$ cat config.mk
export PLATFORM = sky130hd
export DESIGN_NAME = aer_spike_encoder
export DESIGN_NICKNAME = d
export VERILOG_FILES = /design/src/rtl/aer_spike_encoder.sv
export SDC_FILE = /design/constraint.sdc
export NUM_CORES = 1
export LEC_CHECK = 0
export BUFFER_PORTS_ARGS = -buffer_cell sky130_fd_sc_hd__buf_2
export CAP_MARGIN = 10
export CORE_MARGIN = 5
export CORE_UTILIZATION = 45
export DETAILED_ROUTE_END_ITERATION = 10
export PLACE_DENSITY_LB_ADDON = 0.08
export SYNTH_ARGS = -nofsm -noshare
export SYNTH_HDL_FRONTEND = slang
export SYNTH_SLANG_ARGS = --single-unit
export TNS_END_PERCENT = 1
$ cat constraint.sdc
create_clock -name clk -period 18.77 [get_ports clk]
set_clock_uncertainty 0.05 [all_clocks]
set_input_delay 3.754 -clock clk [delete_from_list [all_inputs] [get_ports clk]]
set_output_delay 3.754 -clock clk [all_outputs]
set_load 0.05 [all_outputs]
$ cat src/rtl/aer_spike_encoder.sv
// Address-event transmitter: buffers parallel spike pulses in a pending bitmap and
// emits them one per cycle as (spike_out, addr_out) with round-robin arbitration.
module aer_spike_encoder #(
  parameter int unsigned N_SRC  = 8,
  parameter int unsigned ADDR_W = 3,
  parameter int unsigned CNT_W  = 8
) (
  input  logic              clk,
  input  logic              resetn,
  input  logic [N_SRC-1:0]  spikes_in,
  input  logic              step_in,
  input  logic              out_ready,
  output logic              spike_out,
  output logic [ADDR_W-1:0] addr_out,
  output logic              step_done,
  output logic              busy,
  output logic [CNT_W-1:0]  drop_cnt,
  output logic              step_err
);

  localparam int unsigned IdxW    = (N_SRC > 1) ? $clog2(N_SRC) : 1;
  localparam int unsigned DropMax = (2 ** CNT_W) - 1;

  typedef enum logic [0:0] {StRun, StFlush} state_e;

  state_e              state_q, state_d;
  logic [N_SRC-1:0]    pend_q, pend_d;
  logic [IdxW-1:0]     rr_ptr_q, rr_ptr_d;
  logic                spike_out_q, spike_out_d;
  logic [ADDR_W-1:0]   addr_out_q, addr_out_d;
  logic                step_done_q, step_done_d;
  logic [CNT_W-1:0]    drop_cnt_q, drop_cnt_d;
  logic                step_err_q, step_err_d;

  logic                slot_free;
  logic                found;
  logic                grant_en;
  logic [IdxW-1:0]     gnt_idx;
  logic [N_SRC-1:0]    grant;
  logic [N_SRC-1:0]    collide;
  int unsigned         idx;
  int unsigned         coll_cnt;
  int unsigned         drop_sum;

  assign slot_free = !spike_out_q || out_ready;

  // Round-robin search: first pending bit at or above rr_ptr, wrapping at N_SRC.
  always_comb begin
    found   = 1'b0;
    gnt_idx = '0;
    idx     = 0;
    for (int unsigned j = 0; j < N_SRC; j++) begin
      idx = 32'(rr_ptr_q) + j;
      if (idx >= N_SRC) idx = idx - N_SRC;
      if (!found && pend_q[IdxW'(idx)]) begin
        found   = 1'b1;
        gnt_idx = IdxW'(idx);
      end
    end
  end

  assign grant_en = slot_free && found;
  assign grant    = grant_en ? (N_SRC'(1) << gnt_idx) : '0;
  assign collide  = spikes_in & pend_q & ~grant;

  always_comb begin
    coll_cnt = 0;
    for (int unsigned i = 0; i < N_SRC; i++) coll_cnt = coll_cnt + 32'(collide[i]);
    drop_sum   = 32'(drop_cnt_q) + coll_cnt;
    drop_cnt_d = (drop_sum > DropMax) ? CNT_W'(DropMax) : CNT_W'(drop_sum);
  end

  always_comb begin
    pend_d      = (pend_q & ~grant) | spikes_in;
    rr_ptr_d    = rr_ptr_q;
    spike_out_d = spike_out_q;
    addr_out_d  = addr_out_q;
    if (grant_en) begin
      spike_out_d = 1'b1;
      addr_out_d  = ADDR_W'(gnt_idx);
      rr_ptr_d    = (32'(gnt_idx) == N_SRC - 1) ? '0 : gnt_idx + IdxW'(1);
    end else if (slot_free) begin
      spike_out_d = 1'b0;
    end
  end

  always_comb begin
    state_d     = state_q;
    step_done_d = 1'b0;
    step_err_d  = step_err_q;
    unique case (state_q)
      StRun: begin
        if (step_in) state_d = StFlush;
      end
      StFlush: begin
        if (step_in) step_err_d = 1'b1;
        // Done once nothing is left to send and nothing new arrived this edge.
        if (slot_free && !grant_en && (pend_d == '0)) begin
          step_done_d = 1'b1;
          state_d     = StRun;
        end
      end
      default: state_d = StRun;
    endcase
  end

  always_ff @(posedge clk) begin
    if (!resetn) begin
      state_q     <= StRun;
      pend_q      <= '0;
      rr_ptr_q    <= '0;
      spike_out_q <= 1'b0;
      addr_out_q  <= '0;
      step_done_q <= 1'b0;
      drop_cnt_q  <= '0;
      step_err_q  <= 1'b0;
    end else begin
      state_q     <= state_d;
      pend_q      <= pend_d;
      rr_ptr_q    <= rr_ptr_d;
      spike_out_q <= spike_out_d;
      addr_out_q  <= addr_out_d;
      step_done_q <= step_done_d;
      drop_cnt_q  <= drop_cnt_d;
      step_err_q  <= step_err_d;
    end
  end

  assign spike_out = spike_out_q;
  assign addr_out  = addr_out_q;
  assign step_done = step_done_q;
  assign busy      = (pend_q != '0) || spike_out_q;
  assign drop_cnt  = drop_cnt_q;
  assign step_err  = step_err_q;

endmodule
[Word-level counts from Yosys, hierarchy flattened]
Cells that the tools add are included.
Cells by class
  divide/modulo/power cells: 0
  shift operators: 1
  reduce and logical (&&, ||, !) cells: 26
  bitwise gates (word level): 6
  multipliers: 0
  equality and inequality tests: 1
  order comparisons: 17
  muxes and demuxes: 49
  add/subtract/negate cells: 24
Operator list (count)
  2-to-1 mux 3 bit: 17
  < comparator 3 x 4 -> 1 bit, second input constant: 8
  >= comparator 4 bit, second input constant: 7
  bitwise AND 8 bit: 3
  binary-select mux 1 bit (select 3 bit): 8
  subtractor 3 x 1 -> 3 bit, second input constant: 8
  2-to-1 mux 1 bit: 21
  adder 3 x 3 -> 4 bit, second input constant: 4
  2-to-1 mux 8 bit: 2
  logical AND 1 bit: 10
  adder 8 x 8 -> 9 bit: 1
  > comparator 9 x 8 -> 1 bit, second input constant: 1
  zero test 1 bit: 9
  adder 3 x 2 -> 4 bit, second input constant: 2
  adder 7 x 1 -> 8 bit: 1
  zero test 8 bit: 1
  NOT 8 bit: 1
  bitwise OR 8 bit: 1
  nonzero test 8 bit: 1
  left shift 1 x 3 -> 8 bit, first input constant: 1
  adder 6 x 1 -> 7 bit: 1
  adder 5 x 1 -> 6 bit: 1
  adder 4 x 1 -> 5 bit: 1
  adder 3 x 1 -> 4 bit: 1
  11 further kinds: 13
Storage, ports and cells
  bits in registers: 26
  memories kept: 0
  word-level logic and storage cells: 132
  RAM bits: 0
  bits in latches: 0
  input port bits: 12
  bits in read-only memories: 0
  output and inout port bits: 15

[Logic depth before layout (Yosys ltp)]
Gate-level depths: netlist of run 1.
  depth in word-level cells: 40
  depth in mapped cells: 27
  depth with buffers taken out: 25

[Worst setup path after synthesis of run 1]
Ideal clock, no wire load.
  path kind: input to register
  start: input out_ready
  end: register drop_cnt_q[1], in the netlist drop_cnt[1]
  stages on the path: 18
  arrival: 7.356 ns
  setup time: 0.132 ns
  required time: 18.588 ns
  path buffers: 1
  setup slack: 11.232 ns
  cell sequence: nor2b_1 > a41oi_2 > buf_6 > a31oi_1 > fa_1 > inv_1 > fa_1 > inv_1 > fa_1 > fa_1 > inv_1 > fa_1 > nor2b_1 > o21ai_0 > nand2b_1 > and3_1 > inv_1 > a21oi_1
Between the ends
  word-level cells in the longest chain between the ends: 15
Ends and longest elaborated chain
  from (decl): line 12  | input logic out_ready,
  logical OR 1 bit *: line 45  | assign slot_free = !spike_out_q || out_ready;
  logical AND 1 bit *: line 62  | assign grant_en = slot_free && found;
  2-to-1 mux 8 bit *: line 63  | assign grant = grant_en ? (N_SRC'(1) << gnt_idx) : '0;
  NOT 8 bit *: line 64  | assign collide = spikes_in & pend_q & ~grant;
  bitwise AND 8 bit *: line 64
  adder 1 x 1 -> 2 bit: line 68  | for (int unsigned i = 0; i < N_SRC; i++) coll_cnt = coll_cnt + 32'(collide[i]);
  adder 2 x 1 -> 3 bit: line 68
  adder 3 x 1 -> 4 bit: line 68
  adder 4 x 1 -> 5 bit: line 68
  adder 5 x 1 -> 6 bit: line 68
  adder 6 x 1 -> 7 bit: line 68
  adder 7 x 1 -> 8 bit *: line 68
  adder 8 x 8 -> 9 bit *: line 69  | drop_sum = 32'(drop_cnt_q) + coll_cnt;
  > comparator 9 x 8 -> 1 bit: line 70  | drop_cnt_d = (drop_sum > DropMax) ? CNT_W'(DropMax) : CNT_W'(drop_sum);
  2-to-1 mux 8 bit *: line 70
  to (signal assigned): line 124  | drop_cnt_q <= drop_cnt_d;
  to (decl): line 32  | logic [CNT_W-1:0] drop_cnt_q, drop_cnt_d;
Every way passes the cells marked *; elsewhere a longest branch is shown, timed or not.
A chain may end at the register's enable or synchronous reset.

[Worst setup path after layout of run 1]
  start: register rr_ptr_q[0]
  end: register drop_cnt_q[1], in the netlist drop_cnt[1]
Between the ends
  word-level cells in the longest chain between the ends: 40
  elaborated cells on any way between the ends: 92
  those cells by class: add/sub (23); order compare (9); shift (1); mux (42); bitwise (2); reduce/logical (15)
Ends and longest elaborated chain
  from (decl): line 28  | logic [IdxW-1:0] rr_ptr_q, rr_ptr_d;
  from (signal assigned): line 120  | rr_ptr_q <= rr_ptr_d;
  branches (longest 25 deep; another with adder 3 x 1 -> 4 bit)
  2-to-1 mux 3 bit *: line 55  | if (!found && pend_q[IdxW'(idx)]) begin
  via gnt_idx[1]: line 38  | logic [IdxW-1:0] gnt_idx;
  left shift 1 x 3 -> 8 bit *: line 63
  2-to-1 mux 8 bit *: line 63
  NOT 8 bit *: line 64
  bitwise AND 8 bit *: line 64
  adder 1 x 1 -> 2 bit: line 68
  adder 2 x 1 -> 3 bit: line 68
  adder 3 x 1 -> 4 bit: line 68
  adder 4 x 1 -> 5 bit: line 68
  adder 5 x 1 -> 6 bit: line 68
  adder 6 x 1 -> 7 bit: line 68
  adder 7 x 1 -> 8 bit *: line 68
  adder 8 x 8 -> 9 bit *: line 69
  > comparator 9 x 8 -> 1 bit: line 70
  2-to-1 mux 8 bit *: line 70
Mark *: on every way through the listed nets, which the timed path passes. The select of a mux whose other input is x is not followed.

==> results of run 1 <==
[state kept, by name, indices dropped and copies added, names as in the netlist]
name       count
step_err       1
pend_q         8
rr_ptr_q       3
addr_out       3
step_done      1
spike_out      1
state_q        1
drop_cnt       8
[synth_stat cells, types with 3 or more instances]
master / instances
xnor2_1: 3
nand3_1: 5
a31oi_1: 10
and3_1: 4
nor2_1: 18
mux2_2: 9
nand2_1: 24
o22ai_1: 3
nand2b_1: 3
a21oi_1: 16
dfxtp_1: 26
buf_2: 4
nor3_1: 4
mux2i_1: 9
a41oi_2: 4
nand3b_1: 4
clkbuf_1: 6
mux4_2: 9
buf_6: 3
a21boi_0: 5
o21ai_0: 10
fa_1: 5
ha_1: 14
xor2_1: 4
inv_1: 21
o221a_2: 4
and2_1: 5
a211oi_1: 6
nor2b_1: 3
[layout make-up]
class | instances | area, um2
Inverter | 21 | 78.8
Tap cell | 72 | 90.1
Sequential cell | 26 | 520
Clock buffer | 3 | 41.3
Timing Repair Buffer | 27 | 138
Multi-Input combinational cell | 213 | 1790
Fill cell | 536 | 2750
[metal layers]
metal  track usage  vias up
li1              -     1057
met1         0.227     1040
met2         0.307       49
met3        0.0109        6
met4        0.0482        0
met5             0        -
[critical path: cells and delay by family (launching register included)]
kind                       cells  cell delay [ns]
adders and majority gates      7             3.14
muxes                          2             0.90
buffers and inverters          5             0.61
DFF                            1             0.75
and+or+nand+nor                6             1.07
AOI/OAI and AO/OA              5             1.07
[kinds of logic after synthesis]
logic type      synth area share
compound gates             0.243
xor+xnor                  0.0249
fa+ha+maj                  0.112
buf+inv                   0.0629
flops                      0.211
mux                        0.180
simple gates               0.167
[path summary, 6_finish.rpt]
path	depth (start not counted)	end	from	slack, ns
worst max-delay path	25	drop_cnt[1]$_SDFF_PN0_	rr_ptr_q[0]$_SDFFE_PN0N_	11.03
worst min register to register	2	addr_out[2]$_SDFFE_PN0N_	addr_out[2]$_SDFFE_PN0N_	0.42
worst max register to register	25	drop_cnt[1]$_SDFF_PN0_	rr_ptr_q[0]$_SDFFE_PN0N_	11.03
worst min-delay path	2	addr_out[2]$_SDFFE_PN0N_	addr_out[2]$_SDFFE_PN0N_	0.42
[layout by cell type, fill, tap and decap left out, types with 3 or more instances in the layout]
cell / count
dfxtp_1: 26
buf_2: 26
nand2_1: 24
inv_1: 21
nor2_1: 18
a21oi_1: 16
ha_1: 14
a31oi_1: 10
o21ai_0: 10
mux4_2: 9
mux2_2: 9
mux2i_1: 9
a211oi_1: 6
and2_1: 5
a21boi_0: 5
nand3_1: 5
fa_1: 5
xor2_1: 4
and3_1: 4
o221a_2: 4
a41oi_2: 4
nor3_1: 4
nand3b_1: 4
xnor2_1: 3
o22ai_1: 3
nand2b_1: 3
nor2b_1: 3
clkbuf_8: 3
[metrics by stage]
step	hold WS (ns)	utilization	instances	setup WS [ns]
2_1_floorplan	0.415	-	273	11.23
3_3_place_gp	0.406	0.484	359	10.96
3_5_place_dp	0.410	0.484	359	10.87
4_1_cts	0.429	0.492	362	10.96
5_1_grt	0.473	0.492	362	10.50
6_report	0.424	0.492	362	11.03
==> impl_metrics.tcl, run 1 <==
set metrics [dict create \
    yosys.area.top_type_share 0.211 \
    cts_tree "yes" \
    cp_slowest_stage_delay_ns 0.75 \
    outcome "complete, no violations" \
    min_path_type "flip-flop to flip-flop" \
    n_antenna_cell 0 \
    core_um2 5410 \
    finalInstanceArea_um2 2660 \
    grt_pass1_wl_um 10400 \
    placed_cell_area_um2 2620 \
    tns_ns 0 \
    synth_nets 304 \
    postCtsHoldBufs 0 \
    ys_seq_area_frac 0.211 \
    synth_area_leaders "dfxtp_1, mux4_2, ha_1" \
    finalSetupViolCount 0 \
    layout.nets 323 \
    die_x_um 84.0 \
    crit_required_ns 18.85 \
    maxCapViolCount 0 \
    vias 2152 \
    insertion_delay_ns 0.26 \
    slew_headroom 0.497 \
    drc 0 \
    met1_length_um 2590 \
    routed_wl_um 5950 \
    grt_max_degree 27 \
    synthesis.area_um2 2470 \
    crit_path_max_fanout 15 \
    cp-end-kind "flip-flop" \
    antenna_found_initial 0 \
    routabilityCongestion 0.812 \
    crit_arrival_ns 7.82 \
    yosysTopAreaCell "dfxtp_1" \
    postSynthCellCount 273 \
    crit_slowest_cell "dfxtp_1" \
    rsz0062_at_grt "false" \
    clkTransAtPathRegs_ns 0.09 \
    cts_buffer_depth 2 \
    yosys_warnings 0 \
    crit_type "flip-flop to flip-flop" \
    hpwlAfterDp_um 4530 \
    yosys.cell_types.count 52 \
    ctsResizeCount 0 \
    highest_layer "met4" \
    cts_num_sinks 26 \
    htreeDepth 1 \
    portBuffers 26 \
    post-route-min-period_ns 7.74 \
    ant_nets 0 \
    met3_length_um 168 \
    num_rows 27 \
    cts_root_buf "clkbuf_8" \
    grt_overflow 0 \
    synth-edff-count 0 \
    ys_seq_elements 26 \
    met2_length_um 3100 \
    wl_per_cell_um 16.4 \
    dieArea_um2 7060 \
    grt_pass1_vias 2161 \
    initial_core_util 0.456 \
    drt_first_iter_violations 86 \
    period_share 0.412 \
    die_h_um 84.0 \
    dr.pass1.iters 4 \
    max_clock_freq_ghz 0.129 \
    numCtsBuffers 3 \
    area_growth_pct 7.81 \
    syn_area_per_cell_um2 9.03 \
    finalMaxSlewViolations 0 \
    start_kind "flip-flop" \
    io_pins 27 \
    via_per_inst 5.94 \
    synthArstFlopShare 0 \
    tightest_slew_ns 0.754 \
    hold_violations 0 \
    cts_setup_buffers 0 \
    gr-usage-all-layers 0.174 \
    layout-drive-gt1-share 0.221 \
    synthFlopType "dfxtp_1" \
]
Power of run 1 is left out: the tool's default activity adds up to more than one toggle a clock period on the data nets, which glitch-free logic cannot reach.
==> run 2: changes to the inputs <==
==> constraint.sdc (replaced) <==
create_clock -name clk -period 7.93 [get_ports clk]
set_clock_uncertainty 0.05 [all_clocks]
set_input_delay 1.586 -clock clk [delete_from_list [all_inputs] [get_ports clk]]
set_output_delay 1.586 -clock clk [all_outputs]
set_load 0.05 [all_outputs]
==> run 2 against run 1 <==
Worst setup slack lost 10 ns. Flip-flop and latch count unchanged. Cell count increased by 0.83%. Via count is 0.88% higher. First-iteration DRC count is 14% higher. Die area unchanged. Wire length up 8.6%.
==> impl_metrics.tcl, run 2 (same netlist as run 1, synthesis figures left out) <==
set metrics [dict create \
    outcome "complete, no violations" \
    vias 2171 \
    post-route-min-period_ns 7.02 \
    dieArea_um2 7060 \
    period_share 0.885 \
    crit_required_ns 8.02 \
    die_h_um 84.0 \
    num_rows 27 \
    io_pins 27 \
    via_per_inst 5.95 \
    rsz0062_at_grt "false" \
    grt_pass1_vias 2282 \
    hold_violations 0 \
    dp_cells 362 \
    max_clock_freq_ghz 0.142 \
    crit_arrival_ns 7.11 \
    finalMaxSlewViolations 0 \
    min_path_type "flip-flop to flip-flop" \
    portBuffers 26 \
    postCtsHoldBufs 0 \
    cp-end-kind "flip-flop" \
    clkTransAtPathRegs_ns 0.09 \
    numCtsBuffers 3 \
    dr.pass1.iters 4 \
    cts_buffer_depth 2 \
    n_antenna_cell 0 \
    htreeDepth 1 \
    drc 0 \
    drt_first_iter_violations 98 \
    layout.nets 326 \
    area_growth_pct 8.73 \
    layout-drive-gt1-share 0.229 \
    mostFrequentLayoutCells "dfxtp_1, buf_2, nand2_1" \
    wl_per_cell_um 17.7 \
    grt_max_degree 27 \
    cts_root_buf "clkbuf_8" \
    routed_wl_um 6460 \
    ctsResizeCount 0 \
    antenna_found_initial 0 \
    gr-usage-all-layers 0.189 \
    cts_setup_buffers 0 \
    tightest_slew_ns 0.566 \
    insertion_delay_ns 0.27 \
    crit_path_max_fanout 12 \
    slew_headroom 0.619 \
    start_kind "flip-flop" \
    maxCapViolCount 0 \
    initial_core_util 0.456 \
    hpwlAfterDp_um 4920 \
    finalSetupViolCount 0 \
    die_x_um 84.0 \
    cts_num_sinks 26 \
    ant_nets 0 \
    routabilityCongestion 0.866 \
    tns_ns 0 \
    instances_no_fill 365 \
    cts_tree "yes" \
    crit_type "flip-flop to flip-flop" \
    grt_overflow 0 \
    grt_pass1_wl_um 11000 \
    core_um2 5410 \
]
-- run 2: per-layer routing --
layer / global-route usage / up-vias / share of wire
met4: 0.0775 / 0 / 0.020
met5: 0 / - / 0
met3: 0.0257 / 12 / 0.033
li1: - / 1064 / -
met2: 0.329 / 48 / 0.51
met1: 0.234 / 1047 / 0.44
-- run 2: path summary, 6_finish.rpt --
check	to	start	cells past startpoint	slack, ns
hold reg to reg	addr_out[2]$_SDFFE_PN0N_	addr_out[2]$_SDFFE_PN0N_	2	0.42
setup / recovery	drop_cnt[1]$_SDFF_PN0_	rr_ptr_q[1]$_SDFFE_PN0N_	25	0.91
setup reg to reg	drop_cnt[1]$_SDFF_PN0_	rr_ptr_q[1]$_SDFFE_PN0N_	25	0.91
hold / removal	addr_out[2]$_SDFFE_PN0N_	addr_out[2]$_SDFFE_PN0N_	2	0.42
-- run 2: cell type report --
| type | instances | area (um2) |
|---|---|---|
| repair buffers | 30 | 160 |
| fillers | 551 | 2720 |
| inverters | 21 | 78.8 |
| well taps | 72 | 90.1 |
| clock buffers | 3 | 41.3 |
| multi-input cells | 213 | 1790 |
| flip-flops and latches | 26 | 520 |
-- run 2: per-stage QoR --
| stage | util | area (um2) | setup WS (ns) | hold WS [ns] |
|---|---|---|---|---|
| 6_report | 0.496 | 2680 | 0.911 | 0.425 |
| 3_3_place_gp | 0.488 | 2640 | 1.05 | 0.399 |
| 4_1_cts | 0.496 | 2680 | 0.911 | 0.426 |
| 2_1_floorplan | - | 2470 | 1.19 | 0.415 |
| 3_5_place_dp | 0.488 | 2640 | 0.954 | 0.408 |
| 5_1_grt | 0.496 | 2680 | 0.407 | 0.460 |
-- run 2: critical path, cell delays in order (launching register included) --
cell and delay [ns]:
dfxtp_1 0.34, inv_1 0.11, ha_1 0.57, mux2_2 0.41
mux4_2 0.49, o32a_4 0.39, nor3_4 0.30, nand2_1 0.15
o22ai_1 0.29, and2_1 0.20, ha_1 0.29, a31oi_1 0.13
fa_1 0.50, inv_1 0.06, fa_1 0.53, inv_1 0.06
fa_1 0.50, fa_1 0.45, inv_1 0.08, fa_1 0.20
nor2b_1 0.06, o21ai_0 0.15, nand2b_1 0.14, and3_1 0.21
inv_1 0.14, a21oi_1 0.09
Power of run 2 is left out for the same reason.
==> run 3: changes to the inputs <==
--- a/config.mk
+++ b/config.mk
@@ -7,6 +7,8 @@
 export LEC_CHECK = 0
 export BUFFER_PORTS_ARGS = -buffer_cell sky130_fd_sc_hd__buf_2
 export CAP_MARGIN = 10
+export CELL_PAD_IN_SITES_DETAIL_PLACEMENT = 1
+export CELL_PAD_IN_SITES_GLOBAL_PLACEMENT = 1
 export CORE_MARGIN = 5
 export CORE_UTILIZATION = 45
 export DETAILED_ROUTE_END_ITERATION = 10
==> run 3 against run 2 <==
Wire length is 5.9% higher. Register-to-register slack got worse by 0.02 ns. First-iteration DRC count shrank 32%. Core utilization stayed put. Sequential share of layout area unchanged. Critical path depth did not move. Clock-buffer cell count is the same. Cell count unchanged. Critical path type unchanged.
==> impl_metrics.tcl, run 3 (same netlist as run 1, synthesis figures left out) <==
set metrics [dict create \
    outcome "complete, no violations" \
    drt_first_iter_violations 67 \
    max_clock_freq_ghz 0.142 \
    postCtsHoldBufs 0 \
    busiest_layer "met2" \
    area_growth_pct 8.73 \
    cts_root_buf "clkbuf_8" \
    vias 2222 \
    finalSetupViolCount 0 \
    layout.nets 326 \
    hold_violations 0 \
    gr-usage-all-layers 0.200 \
    insertion_delay_ns 0.27 \
    crit_required_ns 8.02 \
    portBuffers 26 \
    htreeDepth 1 \
    mostFrequentLayoutCells "dfxtp_1, buf_2, nand2_1" \
    grt_pass1_vias 2361 \
    routed_wl_um 6840 \
    die_x_um 84.0 \
    routabilityCongestion 0.876 \
    rsz0062_at_grt "false" \
    tightest_slew_ns 0.672 \
    grt_util_met2 0.373 \
    numCtsBuffers 3 \
    crit_arrival_ns 7.13 \
    grt_overflow 0 \
    cp_slowest_stage_delay_ns 0.58 \
    dieArea_um2 7060 \
    cts_tree "yes" \
    die_h_um 84.0 \
    post-route-min-period_ns 7.04 \
    tns_ns 0 \
    layout-drive-gt1-share 0.229 \
    critPathBufInv 5 \
    antenna_found_initial 0 \
    min_path_type "flip-flop to flip-flop" \
    grt_max_degree 27 \
    dr.pass1.iters 4 \
    cts_num_sinks 26 \
    hpwlAfterDp_um 5380 \
    num_rows 27 \
    crit_family "adder cells" \
    cts_buffer_depth 2 \
    ctsResizeCount 0 \
    clkTransAtPathRegs_ns 0.09 \
    via_per_inst 6.09 \
    grt_pass1_wl_um 11400 \
    n_antenna_cell 0 \
    drc 0 \
    io_pins 27 \
    initial_core_util 0.456 \
    core_um2 5410 \
    use_met3 0.0128 \
    ant_nets 0 \
    cp-end-kind "flip-flop" \
    slew_headroom 0.548 \
    maxCapViolCount 0 \
    wl_per_cell_um 18.7 \
    crit_slowest_cell "ha_1" \
    crit_path_max_fanout 12 \
    use_met1 0.229 \
    period_share 0.888 \
    start_kind "flip-flop" \
    crit_type "flip-flop to flip-flop" \
    finalMaxSlewViolations 0 \
    cts_setup_buffers 0 \
    n_fill_cell 674 \
]
[run 3: cell counts in the layout (fill, tap and decap cells not counted)]
Identical to the previous run, type by type.
[run 3: final timing paths]
kind	cells past startpoint	slack, ns	from	end
setup / recovery	25	0.89	rr_ptr_q[1]$_SDFFE_PN0N_	drop_cnt[1]$_SDFF_PN0_
hold / removal	2	0.43	step_err$_SDFFE_PN0P_	step_err$_SDFFE_PN0P_
setup reg to reg	25	0.89	rr_ptr_q[1]$_SDFFE_PN0N_	drop_cnt[1]$_SDFF_PN0_
hold reg to reg	2	0.43	step_err$_SDFFE_PN0P_	step_err$_SDFFE_PN0P_
[run 3: cell type report]
| class | instances | area [um2] | area share |
|---|---|---|---|
| clock buffers | 3 | 41.3 | 0.0154 |
| flip-flops and latches | 26 | 520 | 0.194 |
| well taps | 72 | 90.1 | 0.0336 |
| repair buffers | 30 | 160 | 0.0597 |
| inverters | 21 | 78.8 | 0.0294 |
| multi-input cells | 213 | 1790 | 0.668 |
[run 3: worst min-delay path, delay by kind of cell, from the launching register on]
| family | cells | cell delay (ns) |
|---|---|---|
| flops | 1 | 0.33 |
| simple gates | 1 | 0.07 |
| compound gates | 1 | 0.04 |
[run 3: metal layers]
metal | vias to the layer above | part of all wire | wire, um
met5 | - | 0 | 0
met4 | 0 | 0.037 | 252
met3 | 19 | 0.029 | 197
met2 | 61 | 0.53 | 3630
met1 | 1080 | 0.40 | 2760
li1 | 1062 | - | -
[run 3: per-stage QoR]
step / cell area, um2 / worst slack, ns / cells / utilization / hold slack (ns)
6_report: 2680 / 0.891 / 365 / 0.496 / 0.427
5_1_grt: 2680 / 0.436 / 365 / 0.496 / 0.463
4_1_cts: 2680 / 0.876 / 365 / 0.496 / 0.426
3_5_place_dp: 2640 / 0.927 / 362 / 0.488 / 0.408
3_3_place_gp: 2640 / 1.04 / 362 / 0.488 / 0.402
2_1_floorplan: 2470 / 1.19 / 273 / - / 0.415
Power of run 3 is left out for the same reason.
